===== src/rtl/audio_in_deserializer_pkg.sv =====
// Shared defaults, codec pin bundle and width helpers for the audio-in path.
package audio_in_deserializer_pkg;

  localparam int AUDIO_DATA_WIDTH = 32;
  localparam int AUDIO_FIFO_DEPTH = 8;

  typedef struct packed {
    logic bclk;
    logic lrck;
    logic dat;
  } codec_pins_t;

  // FIFO depth is a power of two, so the pointer is log2(depth) bits and wraps naturally.
  function automatic int ptr_width(input int depth);
    return (depth > 1) ? $clog2(depth) : 1;
  endfunction

  // Bit counter must reach DATA_WIDTH+1 so it can park after the last captured bit.
  function automatic int bit_cnt_width(input int data_width);
    return $clog2(data_width + 2);
  endfunction

endpackage


===== src/rtl/audio_pair_fifo.sv =====
// Show-ahead stereo-pair FIFO with occupancy count and sticky drop flag.
// Push visible next cycle; push when full without a pop is dropped and sets overflow.
module audio_pair_fifo
  import audio_in_deserializer_pkg::*;
#(
  parameter int WIDTH = 2 * AUDIO_DATA_WIDTH,
  parameter int DEPTH = AUDIO_FIFO_DEPTH
) (
  input  logic                        clk,
  input  logic                        reset_n,
  input  logic                        clear,
  input  logic                        push,
  input  logic [WIDTH-1:0]            push_data,
  input  logic                        pop,
  output logic [WIDTH-1:0]            head_data,
  output logic                        available,
  output logic [ptr_width(DEPTH):0]   count,
  output logic                        overflow
);

  localparam int PTR_W = ptr_width(DEPTH);
  localparam logic [PTR_W:0] FULL_COUNT = (PTR_W + 1)'(DEPTH);

  logic [WIDTH-1:0] mem [DEPTH];
  logic [PTR_W-1:0] wr_ptr;
  logic [PTR_W-1:0] rd_ptr;
  logic             empty;
  logic             full;
  logic             do_pop;
  logic             do_push;

  assign empty   = (count == '0);
  assign full    = (count == FULL_COUNT);
  assign do_pop  = pop & ~empty;
  // A pop in the same cycle frees the slot the write lands in, so full+pop still accepts.
  assign do_push = push & (~full | do_pop);

  always_ff @(posedge clk or negedge reset_n) begin
    if (!reset_n) begin
      wr_ptr   <= '0;
      rd_ptr   <= '0;
      count    <= '0;
      overflow <= 1'b0;
    end else if (clear) begin
      wr_ptr   <= '0;
      rd_ptr   <= '0;
      count    <= '0;
      overflow <= 1'b0;
    end else begin
      if (do_push) wr_ptr <= wr_ptr + PTR_W'(1);
      if (do_pop)  rd_ptr <= rd_ptr + PTR_W'(1);
      count <= count + (PTR_W + 1)'(do_push) - (PTR_W + 1)'(do_pop);
      if (push && !do_push) overflow <= 1'b1;
    end
  end

  always_ff @(posedge clk) begin
    if (do_push && !clear) mem[wr_ptr] <= push_data;
  end

  assign available = ~empty;
  assign head_data = empty ? '0 : mem[rd_ptr];

endmodule


===== src/rtl/audio_in_deserializer.sv =====
// I2S ADC capture: synchronizes codec pins, deserializes left/right words, queues stereo pairs.
// A pair is visible one clk after the LRCK fall that closes it; a full FIFO drops it and flags overflow.
module audio_in_deserializer
  import audio_in_deserializer_pkg::*;
#(
  parameter int DATA_WIDTH = AUDIO_DATA_WIDTH,
  parameter int FIFO_DEPTH = AUDIO_FIFO_DEPTH
) (
  input  logic                                clk,
  input  logic                                reset_n,
  input  logic                                AUD_BCLK,
  input  logic                                AUD_ADCLRCK,
  input  logic                                AUD_ADCDAT,
  input  logic                                read_audio_in,
  input  logic                                clear_audio_in_memory,
  output logic                                audio_in_available,
  output logic [DATA_WIDTH-1:0]               left_channel_audio_in,
  output logic [DATA_WIDTH-1:0]               right_channel_audio_in,
  output logic [ptr_width(FIFO_DEPTH):0]      fifo_used,
  output logic                                overflow
);

  localparam int CNT_W = bit_cnt_width(DATA_WIDTH);
  localparam logic [CNT_W-1:0] LAST_BIT = CNT_W'(DATA_WIDTH);

  codec_pins_t pins_meta;
  codec_pins_t pins_sync;
  codec_pins_t pins_prev;
  logic        bclk_rise;
  logic        lrck_rise;
  logic        lrck_fall;

  logic [CNT_W-1:0]        bit_cnt;
  logic [DATA_WIDTH-1:0]   shift_reg;
  logic [DATA_WIDTH-1:0]   left_hold;
  logic                    left_valid;
  logic                    frame_started;

  logic                    pair_push;
  logic [2*DATA_WIDTH-1:0] pair_data;
  logic [2*DATA_WIDTH-1:0] head_data;

  always_ff @(posedge clk or negedge reset_n) begin
    if (!reset_n) begin
      pins_meta <= '0;
      pins_sync <= '0;
      pins_prev <= '0;
    end else begin
      pins_meta <= '{bclk: AUD_BCLK, lrck: AUD_ADCLRCK, dat: AUD_ADCDAT};
      pins_sync <= pins_meta;
      pins_prev <= pins_sync;
    end
  end

  assign bclk_rise = pins_sync.bclk & ~pins_prev.bclk;
  assign lrck_rise = pins_sync.lrck & ~pins_prev.lrck;
  assign lrck_fall = ~pins_sync.lrck & pins_prev.lrck;

  // Count 0 is the I2S delay slot; counts 1..DATA_WIDTH land MSB-first, then the counter parks.
  always_ff @(posedge clk or negedge reset_n) begin
    if (!reset_n) begin
      bit_cnt   <= '0;
      shift_reg <= '0;
    end else if (lrck_rise || lrck_fall) begin
      bit_cnt   <= '0;
      shift_reg <= '0;
    end else if (bclk_rise && (bit_cnt <= LAST_BIT)) begin
      if (bit_cnt != '0) begin
        shift_reg <= shift_reg | (DATA_WIDTH'(pins_sync.dat) << (LAST_BIT - bit_cnt));
      end
      bit_cnt <= bit_cnt + CNT_W'(1);
    end
  end

  // A left word is trusted only if its half-frame was seen from the opening LRCK fall.
  always_ff @(posedge clk or negedge reset_n) begin
    if (!reset_n) begin
      left_hold     <= '0;
      left_valid    <= 1'b0;
      frame_started <= 1'b0;
    end else if (lrck_rise) begin
      left_hold  <= shift_reg;
      left_valid <= frame_started;
    end else if (lrck_fall) begin
      left_valid    <= 1'b0;
      frame_started <= 1'b1;
    end
  end

  assign pair_push = lrck_fall & left_valid;
  assign pair_data = {left_hold, shift_reg};

  audio_pair_fifo #(
    .WIDTH (2 * DATA_WIDTH),
    .DEPTH (FIFO_DEPTH)
  ) u_pair_fifo (
    .clk       (clk),
    .reset_n   (reset_n),
    .clear     (clear_audio_in_memory),
    .push      (pair_push),
    .push_data (pair_data),
    .pop       (read_audio_in),
    .head_data (head_data),
    .available (audio_in_available),
    .count     (fifo_used),
    .overflow  (overflow)
  );

  assign {left_channel_audio_in, right_channel_audio_in} = head_data;

endmodule


===== config.mk =====
export PLATFORM = sky130hd
export DESIGN_NAME = audio_in_deserializer
export DESIGN_NICKNAME = d
export VERILOG_FILES = /design/src/rtl/audio_in_deserializer_pkg.sv /design/src/rtl/audio_pair_fifo.sv /design/src/rtl/audio_in_deserializer.sv
export SDC_FILE = /design/constraint.sdc
export NUM_CORES = 1
export LEC_CHECK = 0
export BUFFER_PORTS_ARGS = -buffer_cell sky130_fd_sc_hd__buf_2
export CAP_MARGIN = 20
export CORE_ASPECT_RATIO = 0.7
export CORE_MARGIN = 2
export CORE_UTILIZATION = 30
export CTS_BUF_LIST = sky130_fd_sc_hd__clkbuf_4 sky130_fd_sc_hd__clkbuf_8
export CTS_CLUSTER_DIAMETER = 120
export DETAILED_ROUTE_END_ITERATION = 10
export SLEW_MARGIN = 20
export SYNTH_ARGS = -nofsm -noshare
export SYNTH_HDL_FRONTEND = slang
export SYNTH_SLANG_ARGS = --single-unit

===== constraint.sdc =====
create_clock -name clk -period 7.15 [get_ports clk]
set_clock_uncertainty 0.2 [all_clocks]
set_input_delay 2.145 -clock clk [delete_from_list [all_inputs] [get_ports clk]]
set_output_delay 2.145 -clock clk [all_outputs]
set_load 0.03 [all_outputs]

==> results of run 1 <==
cell families (layout without fill, tap and decap cells):
group / Yosys count / count (layout) / share of synthesized area, %
AND/OR/NAND/NOR: 165 / 165 / 3.21
buffers and inverters: 70 / 274 / 1.49
AO/OA/AOI/OAI: 57 / 57 / 1.59
flip-flops: 603 / 603 / 75.7
XOR/XNOR: 9 / 9 / 0.338
adder cells (fa/ha/maj): 14 / 14 / 0.784
multiplexers: 229 / 229 / 16.9
worst max-delay path by stage:
stage | slack (ns) | end | from | depth (start not counted)
final | 1.51 | right_channel_audio_in[25] | u_pair_fifo.rd_ptr[0] | 5
after floorplan | 0.85 | u_pair_fifo.mem[2][0] | read_audio_in | 4
after detailed placement | 2.05 | u_pair_fifo.mem[3][61] | read_audio_in | 6
after global routing | 1.27 | right_channel_audio_in[25] | u_pair_fifo.rd_ptr[0] | 5
after CTS | 1.36 | right_channel_audio_in[25] | u_pair_fifo.rd_ptr[0] | 5
after global placement | 2.10 | right_channel_audio_in[25] | u_pair_fifo.rd_ptr[0] | 5
through the flow:
stage | utilization, % | cells | total power (uW)
after floorplan | - | 1147 | 5500
after global placement | 32.6 | 2238 | 6130
after detailed placement | 32.6 | 2238 | 6140
after CTS | 34.9 | 2395 | 8880
after global routing | 34.9 | 2395 | 9120
final | 34.9 | 2395 | 8720
per-layer routing:
metal | share of wire (%) | GRT usage, % | wire (um) | up-vias
met2 | 47 | 19.6 | 23900 | 309
met4 | 1.6 | 3.54 | 791 | 0
li1 | - | - | - | 4842
met5 | 0 | 0 | 0 | -
met1 | 46 | 17.9 | 23100 | 5909
met3 | 5.5 | 2.81 | 2800 | 65
area by class of cell:
| class | instances | share of cell area [%] |
|---|---|---|
| Clock buffer | 131 | 5.84 |
| Clock inverter | 26 | 0.691 |
| Inverter | 15 | 0.210 |
| Multi-Input combinational cell | 474 | 20.1 |
| Sequential cell | 603 | 65.9 |
| Tap cell | 1044 | 4.87 |
| Timing Repair Buffer | 102 | 2.44 |
power groups by stage:
stage	sequential (uW)	clock [uW]	combinational [uW]
floorplan	3900	0	1600
global placement	3980	0	2150
detailed placement	3980	0	2170
CTS	3900	2810	2170
global route	3910	2950	2260
finish	3900	2730	2090
layout by cell type, fill, tap and decap left out, types with 6 or more instances in the layout:
cell type	n
edfxtp_1	512
mux4_2	128
clkbuf_8	93
dfrtp_1	88
nor2_1	80
buf_2	75
mux2i_1	69
nand2_1	44
clkbuf_4	38
mux2_2	32
o21ai_1	21
buf_4	21
inv_1	14
o21ai_0	14
ha_1	12
clkinv_1	10
xnor2_1	7
clkinvlp_4	7
clkinv_2	7
nand2b_1	6
nor2_4	6
buf_12	6
==> results.cfg, run 1 <==
[outcome]
status = finished clean

[global_route]
grt_pass1_vias = 11600
grt_util_all_layers_pct = 12.7
grt_first_pass_wirelength_mm = 75.2
grt_remaining_overflow = 0
maximum_number_of_pins_on_one_net_before_global_route_repair = 71
grt_antenna_before_repair = 0

[cells_and_area]
n_antenna_cell = 0
fillCellCount = 7216
area_used_by_multi_input_combinational_logic_um2 = 5390
areaGrowthSynthToFinish_pct = 15.0
nets = 1301
storage_element_area_um2 = 17700
fin_area_um2 = 26800
drive_above_1_share_pct = 32.3
largest_register_ff_count = 512

[timing]
setup_repair_after_global_routing_missed_its_margin = no
final-hold-violation-count = 0
tns_ns = 0
post-route-period-util_pct = 78.9
setup_viol = 0
whs_ns = 0.147
maximum_achievable_frequency_mhz = 177
timing.final.crit_period_ns = 5.64
slew_headroom_pct = 31.3
timing_worst_slew_pin_value_ns = 1.03
final_critical_path_setup_slack_ns = 1.51
timing_max_transition_violations_final = 0

[yosys]
synth_edf_count = 512
portion_of_synthesized_cell_area_occupied_by_the_leading_cell_type_pct = 65.9
synth.top_cells.by_area = edfxtp_1 (66%), mux4_2 (12%), dfrtp_1 (9.8%)
post_synth_most_frequent_cells = edfxtp_1 (512), mux4_2 (128), dfrtp_1 (91)
synth_top_area_cell = edfxtp_1
ys.flop_type = edfxtp_1
synth.ff_latch_count = 603
postSynthNetCount = 1168
syn-cell-area_um2 = 23300
synth_area_per_cell_um2 = 20.3
post-synth-top-count-cell = edfxtp_1
synth_cells = 1147
synth_cell_type_count = 49
synth-async-reset-ratio_pct = 15.1
ys_seq_area_share_pct = 75.7
ys_warn_count = 0

[power_and_ir_drop]
part_of_the_power_in_the_clock_network_pct = 31.3
netSwitchingFraction_pct = 30.4
cell_int_power_uw = 6060
power.ir.vdd_worst_mv = 0.238
share_comb_of_total_power_pct = 24.0
power-per-cell-area_nw_per_um2 = 325
p_switching_uw = 2650
p_leak_uw = 0.00891
pwr-share-seq_pct = 44.7

[worst_setup_path]
start_kind = flip-flop
regToRegEndpoint = u_pair_fifo.mem[3][58]
cp_cell_sequence = buf_4 > mux4_2 > mux2i_1 > nor2_1 > buf_2
cpPeakStageDelay_ns = 0.93
worstPathBufferInverterCount = 2
worst_setup_path_end_kind = output pin
arrival_ns = 3.30
timing.critical_path.max_delay_family = flip-flops
worstPathMaxFanout = 38
worst_ep_required_time_ns = 4.81
timing.setup.critical_path_class = reg2out
critical-path-slowest-cell = dfrtp_4
r2r-start = u_pair_fifo.count[2]
reg2reg_setup_slack_ns = 3.69
ff2ff_path_depth = 7

[cts]
cts_inserted_buffers = 84
cts_setup_buffers = 0
insertion_delay_ns = 0.66
cts-root-to-sink-buffers = 3
tritoncts_num_sinks = 603
clock-root-buffer = clkbuf_8
clk_transition_reported_paths_ns = 0.06
cts_max_level = 3
post_cts_resized = 0
tritoncts = built
cts_hold_repair.buffers = 0

[die]
core_um2 = 76900
floorplan.die_area_um2 = 80000
initial_utilization_pct = 30.3
die_width_um = 337
top_level_ports = 77
die-height_um = 237
std_cell_rows = 85

[drt]
route.final.wire_length_mm = 50.5
drt_first_iter_violations = 968
firstDrtPassIters = 5
viasPerCell = 4.65
wl_per_instance_um = 21.1
antenna_violating_nets_post_route = 0
vias = 11100
drc = 0

[worst_hold_path]
hold_path_depth = 0
hold_path_end = pins_sync[0]
hold_path_startpoint = pins_meta[0]
worstHoldPathType = reg2reg

[placement]
placed_area_um2 = 25100
detailedPlace.worstSlack_ns = 2.05
number_of_i_o_port_buffers = 76
dp_wirelength_mm = 27.6
place.gp.congestion = 0.723

[run]
drv_cap = 0
No activity file was read; power rests on OpenSTA's default activity.
==> run 2, diff against run 1 <==
Clock period 7.15 ns to 5.6 ns, I/O delays scaled along.
==> run 2 against run 1 <==
- first-iteration DRC count down 14%
- sequential share of layout area down 0.42 points
- critical path depth up 1
- hold slack about the same
- count of clock-buffer cells in the layout up 13
- flip-flop and latch count unchanged
==> results.cfg, run 2 (synthesis gave the netlist of run 1 again) <==
[outcome]
status = finished clean

[timing]
final-hold-violation-count = 0
timing_max_transition_violations_final = 0
post-route-period-util_pct = 86.4
maximum_achievable_frequency_mhz = 207
slew_headroom_pct = 33.7
timing.final.crit_period_ns = 4.84
setup_viol = 0
tns_ns = 0
timing_worst_slew_pin_value_ns = 0.994
setup_repair_after_global_routing_missed_its_margin = no

[drt]
vias = 11200
drt_first_iter_violations = 831
route.met2.wl_mm = 24.5
viasPerCell = 4.67
met3RoutedLength_mm = 2.36
antenna_violating_nets_post_route = 0
firstDrtPassIters = 5
drc = 0
wl_per_instance_um = 21.5
route.final.wire_length_mm = 51.8
m1_wire_length_mm = 24.1
highest-signal-layer = met4

[cells_and_area]
drive_above_1_share_pct = 33.2
fin_area_um2 = 27000
largest_register_ff_count = 512
layout_common_cells = edfxtp_1 (512), mux4_2 (128), clkbuf_8 (96), dfrtp_1 (88), nor2_1 (80)
n_antenna_cell = 0
areaGrowthSynthToFinish_pct = 15.8
layoutNonFillerInstCount = 2407
layout_commonest_cell = edfxtp_1
nets = 1309

[worst_setup_path]
arrival_ns = 2.96
worst_setup_path_end_kind = output pin
worst_ep_required_time_ns = 3.72
timing.setup.critical_path_class = reg2out
worstPathMaxFanout = 33
start_kind = flip-flop

[placement]
dp_wirelength_mm = 28.1
placed_area_um2 = 25200
post-place-cells = 2242
number_of_i_o_port_buffers = 76
place.gp.congestion = 0.725

[power_and_ir_drop]
power-per-cell-area_nw_per_um2 = 419
power.ir.vdd_worst_mv = 0.275
report.power.total_uw = 11300
p_leak_uw = 0.00901

[die]
die_width_um = 337
floorplan.die_area_um2 = 80000
top_level_ports = 77
std_cell_rows = 85
initial_utilization_pct = 30.3
die-height_um = 237
core_um2 = 76900

[cts]
clk_transition_reported_paths_ns = 0.06
post_cts_resized = 0
tritoncts_num_sinks = 603
cts_max_level = 3
cts_setup_buffers = 0
tritoncts = built
cts-root-to-sink-buffers = 3
cts_hold_repair.buffers = 0
cts_inserted_buffers = 88
clock-root-buffer = clkbuf_8
insertion_delay_ns = 0.66

[global_route]
grt_pass1_vias = 12000
grt_remaining_overflow = 0
grt_first_pass_wirelength_mm = 77.5
grt_antenna_before_repair = 0
maximum_number_of_pins_on_one_net_before_global_route_repair = 65
grt_util_all_layers_pct = 13.0

[run]
drv_cap = 0

[worst_hold_path]
worstHoldPathType = reg2reg
==> run 2: path summary, 6_finish.rpt <==
path / startpoint / end / slack [ns] / depth (start not counted)
max in group asynchronous: reset_n / u_pair_fifo.rd_ptr[2] / 3.19 / 2
worst max-delay path: u_pair_fifo.rd_ptr[0] / right_channel_audio_in[12] / 0.76 / 6
worst min register to register: pins_meta[1] / pins_sync[1] / 0.15 / 0
worst min-delay path: pins_meta[1] / pins_sync[1] / 0.15 / 0
min in group asynchronous: reset_n / left_hold[30] / 0.94 / 1
worst max register to register: u_pair_fifo.count[1] / u_pair_fifo.count[2] / 2.01 / 11
==> run 2: stage by stage <==
stage	utilization [%]	setup WS (ns)	hold slack, ns
3_5_place_dp	32.7	1.31	0.136
6_report	35.1	0.764	0.147
4_1_cts	35.1	0.577	0.150
5_1_grt	35.1	0.477	0.164
3_3_place_gp	32.7	1.29	0.144
2_1_floorplan	-	-0.233	0.131
==> run 2: area by class of cell <==
cell class | instances | area [um^2]
clock inverters | 21 | 149
flip-flops and latches | 603 | 17700
multi-input cells | 474 | 5400
repair buffers | 106 | 733
clock buffers | 144 | 1680
well taps | 1044 | 1310
inverters | 15 | 56.3
fillers | 7145 | 49900
==> run 2: worst max-delay path, cell delays in order, from the launching register on <==
cell and delay (ns):
dfrtp_4 0.65, buf_12 0.33, buf_4 0.31, mux4_2 0.52, mux2i_1 0.20, nor2_1 0.06, buf_2 0.19
==> run 2: layer usage <==
metal	up-vias	GRT usage, %
met4	0	3.22
li1	4874	-
met1	6033	18.3
met2	267	20.7
met3	73	2.80
met5	-	0
==> run 2: report_power, final <==
part / total (uW) / internal, uW / switching, uW
combinational: 2760 / 1040 / 1710
clock: 3620 / 1960 / 1660
sequential: 4940 / 4850 / 92.9
total: 11300 / 7850 / 3460
==> run 3, diff against run 2 <==
Settings changed: CELL_PAD_IN_SITES_DETAIL_PLACEMENT from default to 0, CELL_PAD_IN_SITES_GLOBAL_PLACEMENT from default to 2, PLACE_DENSITY_LB_ADDON from default to 0.1.
==> run 3 against run 2 <==
- flip-flop and latch count unchanged
- via count decreased by 0.40%
- largest power group unchanged
- final area rose by 1.1%
- combinational power barely moved
- setup slack worse by 0.10 ns
==> results.cfg, run 3 (synthesis gave the netlist of run 1 again) <==
[drt]
drc = 0
wl_per_instance_um = 23.6
vias = 11200
drt_first_iter_violations = 582
antenna_violating_nets_post_route = 0
firstDrtPassIters = 7
route.final.wire_length_mm = 57.2
viasPerCell = 4.62

[timing]
timing_worst_slew_pin_value_ns = 0.884
post-route-period-util_pct = 88.2
whs_ns = 0.146
timing_max_transition_violations_final = 0
setup_repair_after_global_routing_missed_its_margin = no
final-hold-violation-count = 0
timing.final.crit_period_ns = 4.94
maximum_achievable_frequency_mhz = 202
setup_viol = 0
slew_headroom_pct = 41.1
tns_ns = 0

[worst_setup_path]
ff2ff_path_depth = 11
cpPeakStageDelay_ns = 0.75
worstPathBufferInverterCount = 2
reg2reg_setup_slack_ns = 2.07
critical-path-slowest-cell = dfrtp_4
timing.critical_path.max_delay_family = multiplexers
worstPathMaxFanout = 21
regToRegEndpoint = u_pair_fifo.count[2]
worst_setup_path_end_kind = output pin
start_kind = flip-flop
timing.setup.critical_path_class = reg2out
cp_cell_sequence = buf_4 > mux4_2 > mux2i_1 > nor2_1 > buf_2
worst_ep_required_time_ns = 3.72
r2r-start = u_pair_fifo.count[1]
arrival_ns = 3.06

[cts]
insertion_delay_ns = 0.70
cts_max_level = 3
clock-root-buffer = clkbuf_8
clk_transition_reported_paths_ns = 0.06
tritoncts_num_sinks = 603
post_cts_resized = 0
tritoncts = built
cts_hold_repair.buffers = 0
cts-root-to-sink-buffers = 3
cts_inserted_buffers = 97
cts_setup_buffers = 0

[placement]
post-place-cells = 2243
number_of_i_o_port_buffers = 76
placed_area_um2 = 25200
dp_wirelength_mm = 31.2
place.gp.congestion = 0.693

[worst_hold_path]
hold_path_end = pins_sync[1]
worstHoldPathType = reg2reg
hold_path_depth = 0
hold_path_startpoint = pins_meta[1]

[global_route]
grt_pass1_vias = 12000
maximum_number_of_pins_on_one_net_before_global_route_repair = 55
grt_antenna_before_repair = 0
grt_util_all_layers_pct = 14.6
grt_remaining_overflow = 0
grt_first_pass_wirelength_mm = 84.1

[power_and_ir_drop]
power-per-cell-area_nw_per_um2 = 429
cell_int_power_uw = 8150
p_leak_uw = 0.00914
p_switching_uw = 3550
share_comb_of_total_power_pct = 23.4
netSwitchingFraction_pct = 30.3
part_of_the_power_in_the_clock_network_pct = 34.3
pwr-share-seq_pct = 42.3
power.ir.vdd_worst_mv = 0.221

[cells_and_area]
drive_above_1_share_pct = 33.4
nets = 1319
largest_register_ff_count = 512
layoutNonFillerInstCount = 2424
areaGrowthSynthToFinish_pct = 17.0
n_antenna_cell = 0
fin_area_um2 = 27300
fillCellCount = 7180
layout_commonest_cell = edfxtp_1
layout_common_cells = edfxtp_1 (512), mux4_2 (128), clkbuf_8 (107), dfrtp_1 (88), nor2_1 (80)

[die]
core_um2 = 76900
top_level_ports = 77
std_cell_rows = 85
initial_utilization_pct = 30.3
die-height_um = 237
die_width_um = 337
floorplan.die_area_um2 = 80000

[outcome]
status = finished clean

[run]
drv_cap = 0
run 3: cell types whose count changed in the layout (fill, tap and decap cells not counted), moves of 4 or more:
cell       previous run  this run
clkbuf_8             96       107
buf_12               10        15
clkinv_1              7        15
buf_4                21        17
bufinv_16             1         5
clkbuf_4             48        40
clkinv_2              6        12
run 3: stage by stage:
stage,total power (uW),utilization (%),worst slack [ns]
floorplan,7030,-,-0.233
global placement,7890,32.8,1.28
detailed placement,7890,32.8,1.27
CTS,12000,35.5,0.461
global route,12300,35.5,0.422
finish,11700,35.5,0.660
run 3: per-layer routing:
metal | vias up | wire [um] | track usage [%]
li1 | 4896 | - | -
met1 | 5989 | 27100 | 20.8
met2 | 218 | 26700 | 22.9
met3 | 99 | 2200 | 2.90
met4 | 0 | 1240 | 4.11
met5 | - | 0 | 0
run 3: power by group through the flow:
stage	sequential, uW	clock [uW]	combinational, uW
floorplan	4980	0	2050
global placement	5050	0	2840
detailed placement	5050	0	2840
CTS	4950	4170	2850
global route	4960	4370	2990
finish	4950	4010	2740
run 3: worst max-delay path by stage:
stage                                      from                        end  slack [ns]  cells after the start
after floorplan                   read_audio_in      u_pair_fifo.mem[2][0]       -0.23                      4
after global placement    u_pair_fifo.rd_ptr[0]  right_channel_audio_in[1]        1.28                      5
after detailed placement  u_pair_fifo.rd_ptr[0]  right_channel_audio_in[1]        1.27                      5
after CTS                 u_pair_fifo.rd_ptr[0]  right_channel_audio_in[1]        0.46                      5
after global routing      u_pair_fifo.rd_ptr[0]  right_channel_audio_in[1]        0.42                      5
final                     u_pair_fifo.rd_ptr[0]  right_channel_audio_in[1]        0.66                      5
run 3: cell type report:
| cell class | instances | area [um^2] | share of cell area (%) |
|---|---|---|---|
| Clock inverter | 34 | 283 | 1.04 |
| Inverter | 15 | 56.3 | 0.206 |
| Multi-Input combinational cell | 474 | 5390 | 19.8 |
| Clock buffer | 147 | 1770 | 6.50 |
| Timing Repair Buffer | 107 | 803 | 2.95 |
| Tap cell | 1044 | 1310 | 4.79 |
| Sequential cell | 603 | 17700 | 64.8 |
run 3: worst register-to-register path: stages (launching register included):
cell	delay (ns)
dfrtp_1	0.42
nor2_1	0.26
and2_4	0.63
buf_4	0.39
inv_2	0.09
and2_0	0.26
ha_1	0.32
inv_1	0.04
ha_1	0.20
fa_1	0.42
xnor2_1	0.17
nor2_1	0.05
